File: src/rtl/deser_fifo_pkg.sv
// Purpose: shared defaults, bit-order enum and length-width helper for deser_fifo_param.
// Latency: n/a (declarations only).
// Backpressure: n/a.
package deser_fifo_pkg;

  localparam int DEFAULT_WIDTH = 8;
  localparam int DEFAULT_DEPTH = 8;

  // Which end of the word the first serial bit lands in.
  typedef enum logic {
    LSB_FIRST = 1'b0,
    MSB_FIRST = 1'b1
  } bit_order_e;

  // Width of a counter that must represent 0..depth inclusive.
  function automatic int len_bits(input int depth);
    return $clog2(depth + 1);
  endfunction

endpackage

File: src/rtl/rise_edge_det.sv
// Purpose: single-cycle pulse on each 0->1 transition of a level strobe.
// Latency: combinational from in_i to rise_o; history register updates every clock.
// Backpressure: none.
// Ports: clock/reset (sync, active-high), in_i level input, rise_o rise pulse.
module rise_edge_det (
  input  logic clock,
  input  logic reset,
  input  logic in_i,
  output logic rise_o
);

  logic hist_q;

  // History resets to 1 so a strobe already high when reset drops is not a rise.
  always_ff @(posedge clock) begin
    if (reset) begin
      hist_q <= 1'b1;
    end else begin
      hist_q <= in_i;
    end
  end

  assign rise_o = in_i & ~hist_q;

endmodule

File: src/rtl/deser_fifo_param.sv
// Purpose: serial-to-parallel word assembler feeding a DEPTH-entry FIFO, single clock.
// Latency: len_out updates 1 cycle after the last bit's strobe rise; data_out 1 cycle after a pop rise.
// Backpressure: status_out=0 when full; bits arriving then are dropped and overflow_out sticks high.
// Ports: clock, reset (sync, active-high); data_in/write_in serial bit + strobe;
//        dequeue_in pop strobe; data_out last popped word; len_out stored word count;
//        status_out ready (not full); overflow_out sticky drop flag.
module deser_fifo_param
  import deser_fifo_pkg::DEFAULT_WIDTH, deser_fifo_pkg::DEFAULT_DEPTH,
         deser_fifo_pkg::len_bits, deser_fifo_pkg::bit_order_e;
#(
  parameter int WIDTH     = DEFAULT_WIDTH,
  parameter int DEPTH     = DEFAULT_DEPTH,
  parameter int MSB_FIRST = 1
) (
  input  logic                       clock,
  input  logic                       reset,
  input  logic                       data_in,
  input  logic                       write_in,
  output logic                       status_out,
  input  logic                       dequeue_in,
  output logic [WIDTH-1:0]           data_out,
  output logic [len_bits(DEPTH)-1:0] len_out,
  output logic                       overflow_out
);

  localparam int LW = len_bits(DEPTH);
  localparam int PW = $clog2(DEPTH);
  localparam int CW = $clog2(WIDTH);

  localparam bit_order_e       ORDER    = (MSB_FIRST != 0) ? deser_fifo_pkg::MSB_FIRST
                                                            : deser_fifo_pkg::LSB_FIRST;
  localparam logic [LW-1:0]    FULL_LEN = LW'(DEPTH);
  localparam logic [CW-1:0]    LAST_BIT = CW'(WIDTH - 1);

  logic              wr_rise;
  logic              deq_rise;

  logic [WIDTH-1:0]  shift_q,   shift_d;
  logic [CW-1:0]     bit_cnt_q, bit_cnt_d;
  logic [PW-1:0]     wr_ptr_q,  wr_ptr_d;
  logic [PW-1:0]     rd_ptr_q,  rd_ptr_d;
  logic [LW-1:0]     len_q,     len_d;
  logic [WIDTH-1:0]  data_q,    data_d;
  logic              ovf_q,     ovf_d;
  logic [WIDTH-1:0]  mem [DEPTH];

  logic              ready;
  logic              accept;
  logic              push;
  logic              pop;
  logic [WIDTH-1:0]  word_next;

  rise_edge_det u_wr_edge (
    .clock  (clock),
    .reset  (reset),
    .in_i   (write_in),
    .rise_o (wr_rise)
  );

  rise_edge_det u_deq_edge (
    .clock  (clock),
    .reset  (reset),
    .in_i   (dequeue_in),
    .rise_o (deq_rise)
  );

  // Ready is taken from the registered count, so a pop in the same cycle
  // cannot make room for a bit arriving in that cycle.
  assign ready = (len_q != FULL_LEN);

  // Shift register contents including the bit being sampled this cycle.
  assign word_next = (ORDER == deser_fifo_pkg::MSB_FIRST) ? {shift_q[WIDTH-2:0], data_in}
                                                          : {data_in, shift_q[WIDTH-1:1]};

  assign accept = wr_rise & ready;
  assign push   = accept & (bit_cnt_q == LAST_BIT);
  assign pop    = deq_rise & (len_q != '0);

  always_comb begin
    shift_d   = shift_q;
    bit_cnt_d = bit_cnt_q;
    wr_ptr_d  = wr_ptr_q;
    rd_ptr_d  = rd_ptr_q;
    len_d     = len_q;
    data_d    = data_q;
    ovf_d     = ovf_q;

    if (accept) begin
      shift_d   = word_next;
      bit_cnt_d = push ? '0 : bit_cnt_q + CW'(1);
    end

    if (wr_rise && !ready) begin
      ovf_d = 1'b1;
    end

    if (push) begin
      wr_ptr_d = wr_ptr_q + PW'(1);
    end

    // Read happens before this edge's write lands, so a simultaneous
    // push/pop returns the old head.
    if (pop) begin
      data_d   = mem[rd_ptr_q];
      rd_ptr_d = rd_ptr_q + PW'(1);
    end

    unique case ({push, pop})
      2'b10:   len_d = len_q + LW'(1);
      2'b01:   len_d = len_q - LW'(1);
      default: len_d = len_q;
    endcase
  end

  always_ff @(posedge clock) begin
    if (reset) begin
      shift_q   <= '0;
      bit_cnt_q <= '0;
      wr_ptr_q  <= '0;
      rd_ptr_q  <= '0;
      len_q     <= '0;
      data_q    <= '0;
      ovf_q     <= 1'b0;
    end else begin
      shift_q   <= shift_d;
      bit_cnt_q <= bit_cnt_d;
      wr_ptr_q  <= wr_ptr_d;
      rd_ptr_q  <= rd_ptr_d;
      len_q     <= len_d;
      data_q    <= data_d;
      ovf_q     <= ovf_d;
    end
  end

  // Storage has no reset; pointers and count define which entries are valid.
  always_ff @(posedge clock) begin
    if (!reset && push) begin
      mem[wr_ptr_q] <= word_next;
    end
  end

  assign status_out   = ready;
  assign data_out     = data_q;
  assign len_out      = len_q;
  assign overflow_out = ovf_q;

endmodule

File: config.mk
export PLATFORM = sky130hd
export DESIGN_NAME = deser_fifo_param
export DESIGN_NICKNAME = d
export VERILOG_FILES = /design/src/rtl/deser_fifo_pkg.sv /design/src/rtl/rise_edge_det.sv /design/src/rtl/deser_fifo_param.sv
export SDC_FILE = /design/constraint.sdc
export NUM_CORES = 1
export LEC_CHECK = 0
export CAP_MARGIN = 5
export CORE_MARGIN = 4
export CORE_UTILIZATION = 45
export CTS_BUF_LIST = sky130_fd_sc_hd__clkbuf_4 sky130_fd_sc_hd__clkbuf_8 sky130_fd_sc_hd__clkbuf_16
export DETAILED_ROUTE_END_ITERATION = 8
export MAX_ROUTING_LAYER = met4
export SETUP_SLACK_MARGIN = 0.15
export SYNTH_ARGS = -nofsm -noshare
export SYNTH_HDL_FRONTEND = slang
export SYNTH_SLANG_ARGS = --single-unit
export TNS_END_PERCENT = 50
File: constraint.sdc
create_clock -name clock -period 2.88 [get_ports clock]
set_input_delay 0.288 -clock clock [delete_from_list [all_inputs] [get_ports clock]]
set_output_delay 0.288 -clock clock [all_outputs]
set_load 0.005 [all_outputs]
* After elaboration in Yosys (flattened, before gate mapping) *
Memory sizes are Yosys's and may differ from the RTL's. A register that Yosys moved wholly into a read port is not among the register bits.
Index checks and enable logic that the tools add are counted.

storage, ports and cells
  RAM bits = 64
  output and inout bits = 14
  memories kept = 1
  word-level logic and storage cells = 35
  input port bits = 5
  register bits after elaboration = 23

operators by class
  $add $sub $neg = 5
  bitwise operators = 7
  reductions and logical operators = 6
  eq/ne operators = 4
  multiplexer cells = 4

memories
  memory  words  bits a word  rd ports  clocked after memory_dff  write ports  RTL line                source
  mem     8      8            1         1                         1            deser_fifo_param.sv:45  logic [WIDTH-1:0] mem [DEPTH];

operator list
  operator                                          count
  adder 3 x 1 -> 3 bit, second input constant       3
  one-hot mux 4 bit (2 select lines)                1
  bitwise AND 1 bit                                 5
  adder 4 x 1 -> 4 bit, second input constant       1
  != test 4 bit, second input constant              1
  nonzero test 4 bit                                1
  subtractor 4 x 1 -> 4 bit, second input constant  1
  == test 3 bit, second input constant              1
  two-way mux 3 bit                                 1
  == test 2 x 1 -> 1 bit, second input constant     1
  == test 2 bit, second input constant              1
  logical AND 1 bit                                 2
  logical NOT 1 bit                                 2
  two-way mux 1 bit                                 2
  NOT 1 bit                                         2
  nonzero test 2 bit                                1

* Depth between registers and ports, before layout *
Gate-level depths: netlist of run 1.

  word-level depth = 7
  depth in mapped cells = 13
  gate-level depth less buffers = 12

* Hierarchy *
A second synthesis of run 1 with hierarchy kept.

unflattened totals
  cells, all modules = 255
  area total of the unflattened synthesis = 3804.9 um^2

modules (own cells, without submodules)
  module            cells each  area an instance (um^2)  sequential area each (um^2)  instances
  deser_fifo_param  249         3739.8                   2502.4                       1
  rise_edge_det     3           32.5                     20.0                         2

* Worst setup path before layout of run 1 *
OpenSTA, ideal clock, no wires.

  path type = flip-flop to flip-flop
  start = register len_q[1] (netlist: len_out[1])
  end = register len_q[3] (netlist: len_out[3])
  library setup time = 0.121 ns
  buffers on the path = 2
  setup slack = 0.248 ns
  cell stages (with the launch flop) = 11
  required time = 2.759 ns
  data arrival time = 2.511 ns
  clock period less this slack = 2.632 ns
  cells stage by stage = dfxtp_1 > buf_6 > or4b_4 > and2_4 > buf_6 > clkinv_8 > ha_1 > mux2_2 > a211oi_4 > a311oi_2 > mux2_4

between the ends
  longest elaborated chain between the ends = 5
  elaborated cells on any way between the ends = 11
  classes of those cells = add/sub (2); eq/ne (3); mux (1); bitwise (3); reduce/logical (2)

RTL lines
  element                                                                   RTL line                 source
  start: declaration                                                        deser_fifo_param.sv:42   logic [LW-1:0] len_q, len_d;
  start signal: assignment                                                  deser_fifo_param.sv:129  len_q <= len_d;
  != test 4 bit *                                                           deser_fifo_param.sv:69   assign ready = (len_q != FULL_LEN);
  named net status_out                                                      deser_fifo_param.sv:19   output logic status_out,
  bitwise AND 1 bit *                                                       deser_fifo_param.sv:75   assign accept = wr_rise & ready;
  bitwise AND 1 bit *                                                       deser_fifo_param.sv:76   assign push = accept & (bit_cnt_q == LAST_BIT);
  == test 2 x 1 -> 1 bit or == test 2 bit (tied branches)                   deser_fifo_param.sv:108  unique case ({push, pop})
  one-hot mux 4 bit (2 select lines) or nonzero test 2 bit (tied branches)  -

Mark *: on every way through the listed nets, which the timed path passes. The rest lies on a longest branch.
A chain may end at the register's enable or synchronous reset.

* Worst setup path after layout of run 1 *
  start = register len_q[1] (netlist: len_out[1])
  end = register len_q[3] (netlist: len_out[3])

between the ends
  longest elaborated chain between the ends = 5
  elaborated cells on any way between the ends = 11
  classes of those cells = add/sub (2); eq/ne (3); mux (1); bitwise (3); reduce/logical (2)

RTL lines
  element                                                                   RTL line
  != test 4 bit                                                             deser_fifo_param.sv:69
  bitwise AND 1 bit                                                         deser_fifo_param.sv:75
  bitwise AND 1 bit                                                         deser_fifo_param.sv:76
  == test 2 x 1 -> 1 bit or == test 2 bit (tied branches)                   deser_fifo_param.sv:108
  one-hot mux 4 bit (2 select lines) or nonzero test 2 bit (tied branches)  -

Parallel ways exist; a longest one is shown, timed or not.

==> run_results.csv, run 1 <==
group,metric,value,unit
clock_network,clock_sinks,95,
global_route,grt_use_total,14.7,%
route,initialDrtViolationCount,79,
clock_network,cts-root-buf,"clkbuf_8",
synthesis,synth.avg_cell_area,15.7,µm²
sta,finalSetupViolations,0,
sta,whs,478,ps
setup_path,required,3130,ps
sta,max_freq,0.388,GHz
synthesis,yosysMostFrequentCell,"edfxtp_1",
layout,final_nets,282,
flow_run,cap_violations,0,
power,power.leakage,1.39,nW
setup_path,arrival,2830,ps
sta,worstMarginPinSlew,818,ps
synthesis,synthTopCellsByArea,"edfxtp_1, dfxtp_1, mux4_2",
global_route,grt_pass1_vias,1974,
place,hpwl,4190,µm
synthesis,synth-seq-cells,95,
run_status,status,"finished, final reports clean",
synthesis,synth_edf_count,64,
place,dp_slack,213,ps
setup_path,critical_path.max_fanout,10,
synthesis,yosysTopAreaCellShare,50.4,%
setup_path,criticalPathCategory,"register to register",
synthesis,yosysSeqAreaShare,66.7,%
sta,finalSetupTns,0,ps
setup_path,slowest_stage,"or4b_4",
floorplanning,std_cell_rows,33,
route,post_drt_via_cell_ratio,5.19,
synthesis,async_reset_ff_share,0,%
floorplanning,fp.dieArea,10000,µm²
clock_network,cts_buffers,9,
place,io_buffer_count,18,
clock_network,clock_path_buffers,2,
route,firstDrtPassIters,4,
setup_path,cpPeakStageDelay,560,ps
sta,rsz0062_at_grt,"no",
route,ant_nets,0,
power,peakVddDrop,0.232,mV
layout,utilization,52.9,%
route,vias,1977,
global_route,overflow,0,
floorplanning,die_x,100,µm
layout,fin_area,4350,µm²
route,wl_per_cell,17.1,µm
sta,fin_worst_skew,13.2,ps
synthesis,syn_inst,243,
clock_network,clock_latency,360,ps
synthesis,ys_types,39,
clock_network,cts_tree,"done",
setup_path,end_kind,"register",
synthesis,synth_common_cells,"edfxtp_1, nor2_1, dfxtp_1",
clock_network,htree_levels,3,
synthesis,syn_nets,254,
sta,finalCriticalPeriod,2580,ps
floorplanning,die_h,100,µm
layout,drive_gt1_share,21.4,%
synthesis,synth_ff_type,"edfxtp_1",
synthesis,synth_top_area_cell,"edfxtp_1",
global_route,antenna_found_initial,0,
sta,drv_slew,0,
route,routed_wl,6510,µm
power,p_per_area,530,nW/µm²
synthesis,ys_warn_count,0,
global_route,grt_max_degree,31,
sta,timing.slew.headroom,45.4,%
floorplanning,initial_utilization,46.4,%
setup_path,path_cells,"or4b_4 > and2_4 > clkinv_8 > ha_2 > mux2_2 > a211oi_4 > a311oi_2 > mux2_4",
place,gp_congestion,0.691,
global_route,grt_pass1_wl,10400,µm
clock_network,cts_hold_buf,0,
sta,min_period_over_period,89.5,%
worst_hold_path,hold_path_class,"register to register",
floorplanning,ioPinCount,19,
sta,setup_slack,303,ps
route,route.detailed.drc,0,
synthesis,synth.cell_area,3810,µm²
floorplanning,core_area,8220,µm²
setup_path,start_kind,"register",
clock_network,clkTransAtPathRegs,90,ps
layout,area.growth.synth_to_final,14.1,%
layout,antenna_cells,0,
sta,finalHoldViolCount,0,
place,placed_area,4160,µm²
[report_power, final]
part	switching [mW]	total, mW	internal, mW
logic	0.0164	0.0287	0.0123
registers	0.00268	1.44	1.44
clock network	0.500	0.834	0.334
[flip-flops by register name, indices dropped and copies added, names as in the netlist]
| signal | cells |
|---|---|
| wr_ptr_q | 3 |
| mem | 64 |
| data_out | 8 |
| u_deq_edge.hist_q | 1 |
| overflow_out | 1 |
| len_out | 4 |
| u_wr_edge.hist_q | 1 |
| bit_cnt_q | 3 |
| rd_ptr_q | 3 |
| shift_q | 7 |
[cells by family (layout without fill, tap and decap cells)]
family / Yosys count / count (layout) / share of synthesized area (%)
flops: 95 / 95 / 66.7
simple gates: 64 / 64 / 8.47
mux: 37 / 37 / 15.1
compound gates: 18 / 18 / 3.87
buf+inv: 17 / 50 / 2.46
fa+ha+maj: 6 / 6 / 1.97
xor+xnor: 6 / 6 / 1.38
[placed cells by master, fill, tap and decap left out, types with 4 or more instances in the layout]
cell             Yosys  layout
a211oi_1             8       8
dfxtp_1             31      31
buf_4                0      13
a21oi_1              4       4
clkdlybuf4s50_1      0      18
ha_1                 6       5
mux2i_1             19      19
clkbuf_8             0       9
nor3_1               4       4
edfxtp_1            64      64
nand2_1              8       8
mux4_2              16      16
nor2_1              33      33
[layout make-up]
| type | instances | area, µm² |
|---|---|---|
| Clock buffer | 9 | 124 |
| Clock inverter | 7 | 66.3 |
| Fill cell | 685 | 3870 |
| Inverter | 3 | 23.8 |
| Multi-Input combinational cell | 131 | 1180 |
| Sequential cell | 95 | 2540 |
| Tap cell | 105 | 131 |
| Timing Repair Buffer | 31 | 278 |
[per-stage QoR]
step	power [mW]	instances
4_1_cts	2.34	381
3_5_place_dp	1.51	365
3_3_place_gp	1.50	365
5_1_grt	2.39	381
2_1_floorplan	1.49	243
6_report	2.31	381
[worst paths after layout]
kind / from / end / slack [ps] / depth (start not counted)
hold / removal: overflow_out / overflow_out / 480 / 2
setup / recovery: len_out[1] / len_out[3] / 300 / 8
setup reg to reg: len_out[1] / len_out[3] / 300 / 8
hold reg to reg: overflow_out / overflow_out / 480 / 2
[repair_timing]
| item | 4_1_cts | 5_1_grt |
|---|---|---|
| endpoints found under the setup margin | 0 | 1 |
| endpoints found under the hold margin | 0 | 0 |
| buffers inserted | 0 | 0 |
| resized for setup | 0 | 1 |
[metal layers]
metal  wire, µm  global-route usage [%]
met1       2970                    19.6
met5          0                       -
met3        278                    2.50
met2       3130                    22.2
met4        137                    6.84
[critical path, delay by kind of cell, from the launching register on]
family / cells / cell delay (ps)
AO/OA/AOI/OAI: 2 / 300
adder cells (fa/ha/maj): 1 / 240
buffers and inverters: 1 / 80
flip-flops: 1 / 400
multiplexers: 2 / 680
AND/OR/NAND/NOR: 2 / 760
(Power assumes the default switching activity.)
==> run 2: changes to the inputs <==
clock period = 3.1 ns   (was 2.88 ns; I/O delays follow)
==> run_results.csv, run 2 (same netlist as run 1, synthesis figures left out) <==
group,metric,value,unit
global_route,overflow,0,
route,route.detailed.drc,0,
clock_network,htree_levels,3,
sta,fin_worst_skew,12.8,ps
layout,largest_register,"mem",
sta,finalSetupTns,0,ps
sta,finalSetupViolations,0,
clock_network,clock_latency,360,ps
floorplanning,core_area,8220,µm²
clock_network,cts-root-buf,"clkbuf_8",
layout,layout_commonest_cell,"edfxtp_1",
sta,finalHoldViolCount,0,
setup_path,ff2ff_setup_slack,480,ps
layout,area.growth.synth_to_final,14.1,%
layout,finalNonFillerCells,382,
clock_network,cts_setup_buffers,0,
global_route,grt_pass1_wl,10800,µm
worst_hold_path,hold_path_class,"register to register",
sta,finalCriticalPeriod,2620,ps
route,ant_nets,0,
sta,min_period_over_period,84.5,%
route,wl_per_cell,17.6,µm
global_route,antenna_found_initial,0,
clock_network,cts_hold_buf,0,
setup_path,critical_path.max_fanout,10,
global_route,grt_max_degree,24,
run_status,status,"finished, final reports clean",
floorplanning,die_x,100,µm
setup_path,required,3350,ps
setup_path,end_kind,"register",
place,dp_cells,366,
layout,final_nets,283,
setup_path,start_kind,"register",
route,initialDrtViolationCount,78,
sta,timing.slew.headroom,43.3,%
clock_network,clock_path_buffers,2,
clock_network,clkTransAtPathRegs,100,ps
sta,max_freq,0.382,GHz
flow_run,cap_violations,0,
power,power.leakage,1.39,nW
sta,drv_slew,0,
place,io_buffer_count,18,
layout,antenna_cells,0,
route,routed_wl,6710,µm
floorplanning,die_h,100,µm
layout,final_cell_mix,"edfxtp_1, nor2_1, dfxtp_1",
sta,rsz0062_at_grt,"no",
sta,worstMarginPinSlew,849,ps
route,firstDrtPassIters,6,
global_route,grt_pass1_vias,1941,
floorplanning,fp.dieArea,10000,µm²
route,vias,2000,
clock_network,clock_sinks,95,
layout,utilization,52.9,%
place,hpwl,4270,µm
floorplanning,std_cell_rows,33,
clock_network,cts_buffers,9,
clock_network,postCtsResizedCells,0,
power,p_total,2.14,mW
setup_path,arrival,2870,ps
layout,largest_reg_flops,64,
floorplanning,initial_utilization,46.4,%
route,post_drt_via_cell_ratio,5.24,
place,gp_congestion,0.821,
layout,drive_gt1_share,21.3,%
power,p_per_area,491,nW/µm²
layout,num-fill-cells,679,
clock_network,cts_tree,"done",
global_route,grt_use_total,15.2,%
floorplanning,ioPinCount,19,
setup_path,criticalPathCategory,"register to register",
power,peakVddDrop,0.193,mV
run 2: path summary, 6_finish.rpt:
path | cells past startpoint | end | start
worst max-delay path | 8 | len_out[3] | len_out[0]
worst min-delay path | 2 | bit_cnt_q[2] | bit_cnt_q[2]
worst max register to register | 8 | len_out[3] | len_out[0]
worst min register to register | 2 | bit_cnt_q[2] | bit_cnt_q[2]
run 2: report_power, final:
group | leakage (nW) | internal (mW) | total (mW) | switching [mW]
clock | 0.0961 | 0.310 | 0.765 | 0.455
combinational | 0.457 | 0.0123 | 0.0284 | 0.0162
sequential | 0.838 | 1.34 | 1.34 | 0.00241
total | 1.39 | 1.66 | 2.14 | 0.474
run 2: layout make-up:
cell class,count,area [µm²],area share (%)
inverters,3,23.8,0.547
clock inverters,7,61.3,1.41
flip-flops and latches,95,2540,58.5
well taps,105,131,3.02
clock buffers,9,124,2.85
multi-input cells,131,1180,27.2
repair buffers,32,285,6.56
run 2: layer usage:
metal / vias to the layer above / track usage (%) / part of all wire [%] / routed length [µm]
met5: - / - / 0 / 0
met4: 0 / 6.84 / 1.4 / 95
met3: 10 / 2.71 / 3.1 / 211
met2: 28 / 21.8 / 45 / 3030
met1: 986 / 21.4 / 50 / 3370
li1: 976 / - / - / -
run 2: through the flow:
step	hold slack (ps)	setup slack, ps	cell area (µm²)
5_1_grt	514	387	4350
3_3_place_gp	452	447	4160
4_1_cts	486	465	4350
2_1_floorplan	409	468	3810
3_5_place_dp	469	411	4160
6_report	486	480	4350
run 2: critical path, cell delays in order (launching register included):
cell	delay [ps]
dfxtp_1	390
or4b_4	580
and2_4	210
clkinv_8	80
ha_1	270
mux2_2	390
a211oi_4	210
a311oi_2	80
mux2_4	310
